File: config.mk
export PLATFORM = sky130hd
export DESIGN_NAME = xor_csum_arb
export DESIGN_NICKNAME = d
export VERILOG_FILES = /design/src/rtl/xor_csum_pkg.sv /design/src/rtl/xor_csum_arb_rr_arb.sv /design/src/rtl/xor_csum_arb.sv
export SDC_FILE = /design/constraint.sdc
export NUM_CORES = 1
export LEC_CHECK = 0
export CAP_MARGIN = 10
export CORE_AREA = 10 10 73 75
export CTS_CLUSTER_SIZE = 40
export DETAILED_ROUTE_END_ITERATION = 16
export DIE_AREA = 0 0 83 85
export GPL_TIMING_DRIVEN = 0
export PLACE_DENSITY = 0.74
export RECOVER_POWER = 25
export SLEW_MARGIN = 0
export SYNTH_ARGS = -nofsm -noshare
export SYNTH_HDL_FRONTEND = slang
export SYNTH_SLANG_ARGS = --single-unit
File: constraint.sdc
create_clock -name clk -period 1.7 [get_ports clk]
set_input_delay 0.425 -clock clk [delete_from_list [all_inputs] [get_ports clk]]
set_output_delay 0.425 -clock clk [all_outputs]
set_load 0.1 [all_outputs]
File: src/rtl/xor_csum_pkg.sv
// Shared defaults and state encoding for the XOR checksum arbiter.
// Imported by the round-robin arbiter and the top level.
package xor_csum_pkg;

    localparam int NREQ_DEF = 4;
    localparam int W_DEF    = 8;
    localparam int ID_W_DEF = $clog2(NREQ_DEF);

    typedef logic [1:0] state_t;

    localparam state_t IDLE = 2'd0;
    localparam state_t BUSY = 2'd1;
    localparam state_t DONE = 2'd2;

endpackage

File: src/rtl/xor_csum_arb_rr_arb.sv
// Combinational round-robin picker: the first requester after ptr wins,
// so the requester at ptr itself is considered last.
module rr_arb
    import xor_csum_pkg::*;
#(
    parameter int NREQ = NREQ_DEF,
    parameter int IDW  = $clog2(NREQ)
) (
    input  logic [NREQ-1:0] req,
    input  logic [IDW-1:0]  ptr,
    output logic [IDW-1:0]  grant,
    output logic            any_req
);

    logic [IDW-1:0] idx;

    always_comb begin
        // NOTE: every combinational output gets a default first so no path leaves it unassigned (no latch).
        grant   = '0;
        any_req = 1'b0;
        idx     = '0;
        // Walk from the farthest offset to the nearest so the nearest hit overwrites the rest.
        for (int k = NREQ; k >= 1; k--) begin
            idx = IDW'((int'(ptr) + k) % NREQ);
            if (req[idx]) begin
                grant   = idx;
                any_req = 1'b1;
            end
        end
    end

endmodule

File: src/rtl/xor_csum_arb.sv
// Shared XOR checksum engine: round-robin grants one requester a whole packet,
// folds its words into an accumulator and holds the result until accepted.
module xor_csum_arb
    import xor_csum_pkg::*;
#(
    parameter int NREQ = NREQ_DEF,
    parameter int W    = W_DEF
) (
    input  logic                     clk,
    input  logic                     rst_n,
    input  logic [NREQ-1:0]          req_valid,
    input  logic [NREQ*W-1:0]        req_data,
    input  logic [NREQ-1:0]          req_last,
    output logic [NREQ-1:0]          req_ready,
    output logic                     csum_valid,
    output logic [W-1:0]             csum_data,
    output logic [$clog2(NREQ)-1:0]  csum_id,
    input  logic                     csum_ready
);

    localparam int IDW = $clog2(NREQ);

    state_t         state;
    logic [IDW-1:0] grant;
    logic [IDW-1:0] ptr;
    logic [IDW-1:0] arb_grant;
    logic           arb_any;
    logic [W-1:0]   acc;
    logic [W-1:0]   word;
    logic [W-1:0]   acc_next;
    logic           xfer;

    rr_arb #(
        .NREQ (NREQ),
        .IDW  (IDW)
    ) u_rr_arb (
        .req     (req_valid),
        .ptr     (ptr),
        .grant   (arb_grant),
        .any_req (arb_any)
    );

    assign word       = req_data[int'(grant)*W +: W];
    assign xfer       = (state == BUSY) && req_valid[grant];
    assign acc_next   = acc ^ word;
    assign csum_valid = (state == DONE);

    // Only the owner of the current packet ever sees ready.
    always_comb begin
        req_ready = '0;
        if (state == BUSY) begin
            req_ready[grant] = 1'b1;
        end
    end

    // NOTE: state registers use non-blocking assignments so every flop samples pre-edge values.
    always_ff @(posedge clk or negedge rst_n) begin
        if (!rst_n) begin
            state     <= IDLE;
            grant     <= '0;
            ptr       <= IDW'(NREQ - 1);
            acc       <= '0;
            csum_data <= '0;
            csum_id   <= '0;
        end else begin
            case (state)
                IDLE: begin
                    if (arb_any) begin
                        grant <= arb_grant;
                        acc   <= '0;
                        state <= BUSY;
                    end
                end
                BUSY: begin
                    if (xfer) begin
                        acc <= acc_next;
                        if (req_last[grant]) begin
                            csum_data <= acc_next;
                            csum_id   <= grant;
                            state     <= DONE;
                        end
                    end
                end
                DONE: begin
                    // The finishing requester becomes lowest priority for the next search.
                    if (csum_ready) begin
                        ptr   <= grant;
                        state <= IDLE;
                    end
                end
                default: state <= IDLE;
            endcase
        end
    end

endmodule

After elaboration in Yosys (flattened, before gate mapping)
Cells that the tools add are included.
{ "word_totals": {"in_bits": 43, "word_cells": 64, "output_inout_bits": 15, "ff_bits": 24} }
{ "op_classes": {"n_shift": 1, "n_mux": 31, "reduce_logical": 9, "order_cmp": 6, "n_eq_ne": 6, "addsub": 4, "n_bitwise": 1} }
{ "op_table": {"columns": ["op", "count"], "rows": [
  ["$shiftx A32 B6 Y8", 1],
  ["$mux W2", 8],
  ["$mux W8", 2],
  ["$pmux W8 S2", 1],
  ["$lt A2 B3 Y1 const B", 5],
  ["$bmux W1 S2", 6],
  ["$mux W1", 11],
  ["$xor A8 B8 Y8", 1],
  ["$pmux W2 S3", 1],
  ["$reduce_and A3 Y1", 2],
  ["$add A2 B1 Y2 const B", 2],
  ["$add A2 B2 Y2 const B", 2],
  ["$mux W4", 1],
  ["$ne A2 B1 Y1 const B", 2],
  ["$ne A2 B2 Y1 const B", 2],
  ["$reduce_and A2 Y1", 2],
  ["$reduce_and A4 Y1", 1],
  ["$demux W1 S2", 1],
  ["$eq A2 B1 Y1 const B", 1],
  ["$eq A2 B2 Y1 const B", 1],
  ["$ge A2 B1 Y1 const B", 1],
  ["$logic_and A1 B1 Y1", 2],
  ["$logic_not A2 Y1", 1],
  ["$reduce_bool A2 Y1", 1]
]} }

Logic depth before layout (Yosys ltp)
Gate-level depths: netlist (run 1).
{ "logic_depth": {"word_depth": 9, "ltp_mapped": 7, "ltp_nobuf": 5} }

By module
A second synthesis (run 1) with hierarchy kept.
{ "unflattened": {"hier_cells": 131, "hier_area_um2": 1541.5} }
{ "by_module_without_submodules": {"columns": ["mod", "seq_area_each_um2", "area_per_inst_um2", "cells_each", "instances"], "rows": [
  ["xor_csum_arb", 603.1, 1450.1, 117, 1],
  ["rr_arb", 0.0, 91.3, 14, 1]
]} }

Worst setup path before layout (run 1)
No wires, ideal clock.
{ "synth_timing": {"kind": "register -> output", "from": "register grant[1]", "to": "output req_ready[2]", "stages_incl_launch_ff": 4, "n_path_buf": 2, "t_arrival_ns": 2.986, "path_slack_ns": -1.711, "required_ns": 1.275, "path_cell_list": "dfrtp_1 buf_2 buf_1 nor3b_1"} }
{ "synth_via": {"elab_chain_len": 5, "elab_cells_between_ends": 6, "cone_classes": "order compare: 2; mux: 3; reduce/logical: 1"} }
{ "synth_rtl": {"columns": ["item", "line_no", "rtl"], "rows": [
  ["from (decl)", "xor_csum_arb.sv:24", "logic [IDW-1:0] grant;"],
  ["from (signal assigned)", "xor_csum_arb.sv:69", "grant <= arb_grant;"],
  ["$lt A2 B3 Y1 (not written as such) or $ge A2 B1 Y1 (tied branches)", "xor_csum_arb.sv:52", "req_ready[grant] = 1'b1;"],
  ["$logic_and A1 B1 Y1 (not written as such)", "xor_csum_arb.sv:52", null],
  ["$mux W1 (not written as such)", "xor_csum_arb.sv:52", null],
  ["$demux W1 S2 *", "xor_csum_arb.sv:52", null],
  ["$mux W4 *", "xor_csum_arb.sv:51", "if (state == BUSY) begin"],
  ["to (decl)", "xor_csum_arb.sv:14", "output logic [NREQ-1:0] req_ready,"]
]} }
Every way passes the cells marked *; elsewhere a longest branch is shown, timed or not.

Final worst setup path (run 1)
{ "layout_timing": {"from": "register grant[0]", "to": "output req_ready[2]"} }
The elaborated chain is that of the path after synthesis.

==> impl_metrics.csv, run 1 <==
group,metric,value,unit
outcome,outcome,"complete, but fails checks",
outcome,violations,"negative setup slack",
power,peakVddDrop,0.00141,V
setup_path,start_kind,"flop",
timing,setup_ws,-0.0608,ns
routing,num_vias,1428,
cts,path_clk_slew,0.09,ns
timing,finalSetupViolCount,5,
setup_path,worst-path-max-fanout,6,
timing,rsz0062_at_grt,"true",
power,p_leak,1.06,nW
setup_path,crit_chain,"buf_6 -> buf_12 -> nor3b_4 -> buf_12",
final_layout,layout.nets,260,
die,row_count,23,
timing,finalHoldViolCount,0,
final_layout,final_cell_mix,"38 x clkdlybuf4s50_1, 20 x dfrtp_1, 19 x nand2_1, 19 x buf_4",
timing,worstMarginPinSlew,1.12,ns
cts,cts_made_buffers,3,
place,post-place-cells,241,
global_routing,grt_pass1_wl,7.40,mm
setup_path,cpMaxStageDelayCell,"dfrtp_1",
cts,clock_path_buffers,2,
setup_path,slowest_delay,0.38,ns
cts,cts_sinks,24,
global_routing,busiest_layer,"met2",
yosys,async_reset_ff_share,100,%
timing,period_needed,1.76,ns
global_routing,met1_usage,12.8,%
timing,fmax,568,MHz
routing,dr.pass1.iters,4,
final_layout,antennaDiodeCount,0,
yosys,ys_seq_elements,24,
timing,worst_hold_slack,0.483,ns
setup_path,worstPathArrival,1.34,ns
routing,drt_iter0_drc,64,
yosys,synth_nets,177,
setup_path,worstPathRequired,1.27,ns
final_layout,final_cells,266,
run,cap_violations,0,
routing,drc,0,
routing,vias_per_cell,5.37,
yosys,netlist_area,0.00145,mm2
yosys,yosys.cell_types.count,34,
final_layout,areaGrowthSynthToFinish,75.8,%
global_routing,grt_pass1_vias,1596,
timing,period_share,104,%
yosys,yosysWarnings,0,
timing,fin_skew,0.00353,ns
min_path,min-delay-path-class,"reg -> reg",
power,power,5.52,mW
timing,max-slew-margin-rel,25.4,%
global_routing,grt.total_usage,12.4,%
routing,ant_nets,0,
yosys,yosysTopAreaCell,"dfrtp_1",
final_layout,postLayoutCoreUtil,65.3,%
die,die_w,83,um
die,core_area,0.00391,mm2
global_routing,antenna_found_initial,0,
final_layout,nFillCells,301,
die,initial_core_util,37.1,%
yosys,ys_seq_area_share,41.5,%
die,die-height,85,um
final_layout,multi_input_area,865,um2
routing,wl_per_cell,18.4,um
die,die_area,0.00706,mm2
place,numPortBuffers,57,
place,place_hpwl,3.40,mm
power,pwr_density_cell,2160,mW/mm2
global_routing,grt_use_met3,3.82,%
die,io-pin-count,58,
yosys,synth_cells,134,
setup_path,crit_top_cell,"buf_12",
global_routing,grt_max_degree,25,
routing,wl,4.89,mm
setup_path,critPathCaptureType,"primary output",
final_layout,layout.area.seq,606,um2
cts,htreeDepth,1,
yosys,synth-edff-count,0,
yosys,syn_area_per_cell,10.8,um2
cts,cts_root_buffer,"clkbuf_8",
timing,fin_setup_tns,-0.214,ns
global_routing,grt_overflow_total,0,
final_layout,final_common_cell,"clkdlybuf4s50_1",
global_routing,use_met2,23.3,%
yosys,ys.flop_type,"dfrtp_1",
cts,clk_latency,0.26,ns
cts,cts_tree,"done",
place,dp_slack,-0.843,ns
yosys,synth.area.top_cells,"dfrtp_1 38%, mux4_2 9.3%, mux4_1 7.2%",
final_layout,design_area,0.00256,mm2
final_layout,drive_above_1_share,41.7,%
timing,drv_slew,0,
setup_path,worstSetupPathType,"reg -> out",
place,gp_congestion,0.852,
yosys,synth_top_area_share,37.9,%
place,place_area,0.00215,mm2
## metal layers
metal | up-vias | wire length [um]
li1 | 662 | -
met1 | 683 | 1920
met2 | 67 | 2540
met3 | 16 | 284
met4 | 0 | 136
met5 | - | 0
## cell type report
class	instances	area share [%]
plain buffers	6	3.43
well taps	50	2.45
multi-input cells	98	33.8
clock buffers	4	2.15
flip-flops and latches	24	23.7
repair buffers	80	33.3
inverters	4	1.13
## sequential cells by signal, summed over array words and instances, names as in the netlist
register / count
acc: 8
csum_data: 8
csum_id: 2
grant: 2
ptr: 2
state: 2
## synth_stat cells, drive strengths merged, types with 2 or more instances
master / count
mux4: 10
nor2: 2
nand2: 22
o21ai: 18
xnor2: 8
nand3: 2
inv: 3
a21oi: 9
nand2b: 2
buf: 7
dfstp: 2
o22ai: 2
mux2: 4
dfrtp: 22
o31ai: 7
## worst max-delay path: cells and delay by family, from the launching register on
kind / cells / cell delay (ns)
buf+inv: 3 / 0.47
flops: 1 / 0.38
simple gates: 1 / 0.22
## where the power goes
group | internal (mW) | switching [mW] | leakage, nW | total [mW]
combinational | 1.68 | 2.39 | 0.738 | 4.07
clock | 0.207 | 0.184 | 0.0288 | 0.390
sequential | 0.849 | 0.214 | 0.292 | 1.06
total | 2.74 | 2.79 | 1.06 | 5.52
## cells by family (layout without fill, tap and decap cells)
kind of cell,count (synthesis),count (layout),synth area share (%)
AO/OA/AOI/OAI,41,41,16.6
AND/OR/NAND/NOR,34,34,11.2
buffers and inverters,12,94,5.59
flip-flops,24,24,41.5
multiplexers,15,15,20.3
XOR/XNOR,8,8,4.82
## final timing paths
kind,cells past startpoint,endpoint,startpoint,slack [ns]
min in group asynchronous,1,csum_id[1],rst_n,0.75
max,4,req_ready[2],grant[0],-0.06
max in group asynchronous,1,state[0],rst_n,0.20
max reg2reg,5,csum_id[1],grant[0],-0.03
min,2,csum_data[5],csum_data[5],0.48
min reg2reg,2,csum_data[5],csum_data[5],0.48
## timing repair
item	in CTS	in global routing
endpoints found under the setup margin	33	19
cloned	0	2
gates resized for setup	88	40
buffers inserted	13	8
hold buffers	0	0
pin swaps	4	8
(Power assumes the default switching activity.)
==> inputs of run 2 (changes only) <==
--- a/config.mk
+++ b/config.mk
@@ -5,13 +5,13 @@
 export SDC_FILE = /design/constraint.sdc
 export NUM_CORES = 1
 export LEC_CHECK = 0
-export CAP_MARGIN = 10
-export CORE_AREA = 10 10 73 75
+export CAP_MARGIN = 20
+export CORE_AREA = 10 10 71 67
 export CTS_CLUSTER_SIZE = 40
 export DETAILED_ROUTE_END_ITERATION = 16
-export DIE_AREA = 0 0 83 85
+export DIE_AREA = 0 0 81 77
 export GPL_TIMING_DRIVEN = 0
-export PLACE_DENSITY = 0.74
+export PLACE_DENSITY = 0.82
 export RECOVER_POWER = 25
 export SLEW_MARGIN = 0
 export SYNTH_ARGS = -nofsm -noshare
==> constraint.sdc (replaced) <==
create_clock -name clk -period 2.12 [get_ports clk]
set_input_delay 0.53 -clock clk [delete_from_list [all_inputs] [get_ports clk]]
set_output_delay 0.53 -clock clk [all_outputs]
set_load 0.1 [all_outputs]
==> impl_metrics.csv, run 2 (synthesis results as in run 1) <==
group,metric,value,unit
outcome,outcome,"completed",
global_routing,antenna_found_initial,0,
global_routing,grt_pass1_wl,7.04,mm
cts,clock_path_buffers,2,
routing,dr.pass1.iters,4,
timing,finalHoldViolCount,0,
cts,htreeDepth,1,
timing,rsz0062_at_grt,"true",
timing,fmax,473,MHz
power,pwr_density_cell,1700,mW/mm2
routing,drc,0,
final_layout,final_common_cell,"clkdlybuf4s50_1",
timing,finalSetupViolCount,0,
min_path,min-delay-path-class,"reg -> reg",
global_routing,grt.total_usage,14.1,%
setup_path,crit_chain,"nand2b_2 -> nor3b_4 -> buf_6",
final_layout,design_area,0.00217,mm2
timing,max-slew-margin-rel,26.4,%
routing,vias_per_cell,5.57,
setup_path,worst_r2r_path_depth,5,
global_routing,grt_max_degree,25,
setup_path,worstSetupPathType,"reg -> out",
routing,ant_nets,0,
setup_path,worstPathArrival,1.58,ns
die,core_area,0.00330,mm2
power,power,3.69,mW
global_routing,grt_pass1_vias,1413,
place,place_hpwl,3.37,mm
setup_path,critPathCaptureType,"primary output",
setup_path,slowest_delay,0.44,ns
setup_path,start_kind,"flop",
die,die_w,81,um
cts,cts_made_buffers,3,
final_layout,drive_above_1_share,19.0,%
final_layout,layout.nets,239,
timing,fin_skew,0.00671,ns
global_routing,grt_overflow_total,0,
die,die-height,77,um
final_layout,antennaDiodeCount,0,
place,gp_congestion,0.827,
die,die_area,0.00624,mm2
place,place_area,0.00210,mm2
die,initial_core_util,44.0,%
setup_path,worst-path-max-fanout,10,
die,io-pin-count,58,
setup_path,cpMaxStageDelayCell,"dfrtp_1",
final_layout,reg.largest.list,"acc x8, csum_data x8",
setup_path,worstPathRequired,1.59,ns
timing,worstMarginPinSlew,1.10,ns
cts,cts_sinks,24,
routing,drt_iter0_drc,96,
die,row_count,20,
power,peakVddDrop,0.00128,V
cts,path_clk_slew,0.09,ns
timing,period_share,99.6,%
routing,num_vias,1331,
cts,cts_tree,"done",
routing,wl_per_cell,18.1,um
cts,cts_root_buffer,"clkbuf_8",
routing,wl,4.34,mm
final_layout,final_cell_mix,"41 x clkdlybuf4s50_1, 22 x nand2_1, 22 x dfrtp_1",
run,cap_violations,0,
timing,period_needed,2.11,ns
final_layout,areaGrowthSynthToFinish,49.1,%
cts,clk_latency,0.28,ns
setup_path,rrSetupSlack,0.34,ns
power,p_leak,0.915,nW
timing,drv_slew,0,
min_path,hold_depth,2,
place,numPortBuffers,57,
[run 2: where the power goes]
group / internal, mW / leakage, nW / switching (mW)
combinational: 0.782 / 0.585 / 1.66
sequential: 0.676 / 0.294 / 0.151
clock: 0.253 / 0.0357 / 0.162
total: 1.71 / 0.915 / 1.98
[run 2: final timing paths]
check,start,end
worst min register to register,csum_data[2],csum_data[2]
worst max register to register,grant[0],csum_id[0]
min in group asynchronous,rst_n,csum_data[2]
worst min-delay path,csum_data[2],csum_data[2]
max in group asynchronous,rst_n,state[1]
worst max-delay path,state[1],req_ready[2]
[run 2: cell type report]
cell class,count,area [um2]
sequential,24,603
multi-input combinational,98,800
tap,44,55.1
buffer,7,68.8
inverter,4,16.3
fill,273,1130
timing repair buffer,58,554
clock buffer,3,41.3
clock inverter,1,30.0
[run 2: timing repair]
item                                    CTS  global route
setup buffers                             0             0
resized for setup                        46             1
pin swaps                                 0             0
hold buffers                              0             0
endpoints found under the setup margin   15             4
hold endpoints to repair                  0             0
[run 2: through the flow]
stage	utilization (%)	worst slack (ns)	instances	hold slack (ns)	setup TNS (ns)
detailed placement	63.7	-0.838	235	0.472	-4.89
finish	65.6	0.00782	239	0.480	0
floorplan	-	-0.139	134	0.234	-0.223
CTS	65.4	0.0206	238	0.489	0
global route	65.6	-0.0515	239	0.503	-0.109
global placement	63.7	-0.795	235	0.462	-4.01
[run 2: metal layers]
metal / vias up / wire, um / track usage, %
met5: - / 0 / 0
met1: 656 / 1610 / 15.7
met4: 0 / 15 / 2.77
met3: 2 / 347 / 4.78
met2: 52 / 2360 / 25.2
li1: 621 / - / -
[run 2: worst max-delay path, delay by kind of cell (launching register included)]
family / cells / cell delay [ns]
buffers and inverters: 1 / 0.25
AND/OR/NAND/NOR: 2 / 0.61
flip-flops: 1 / 0.44
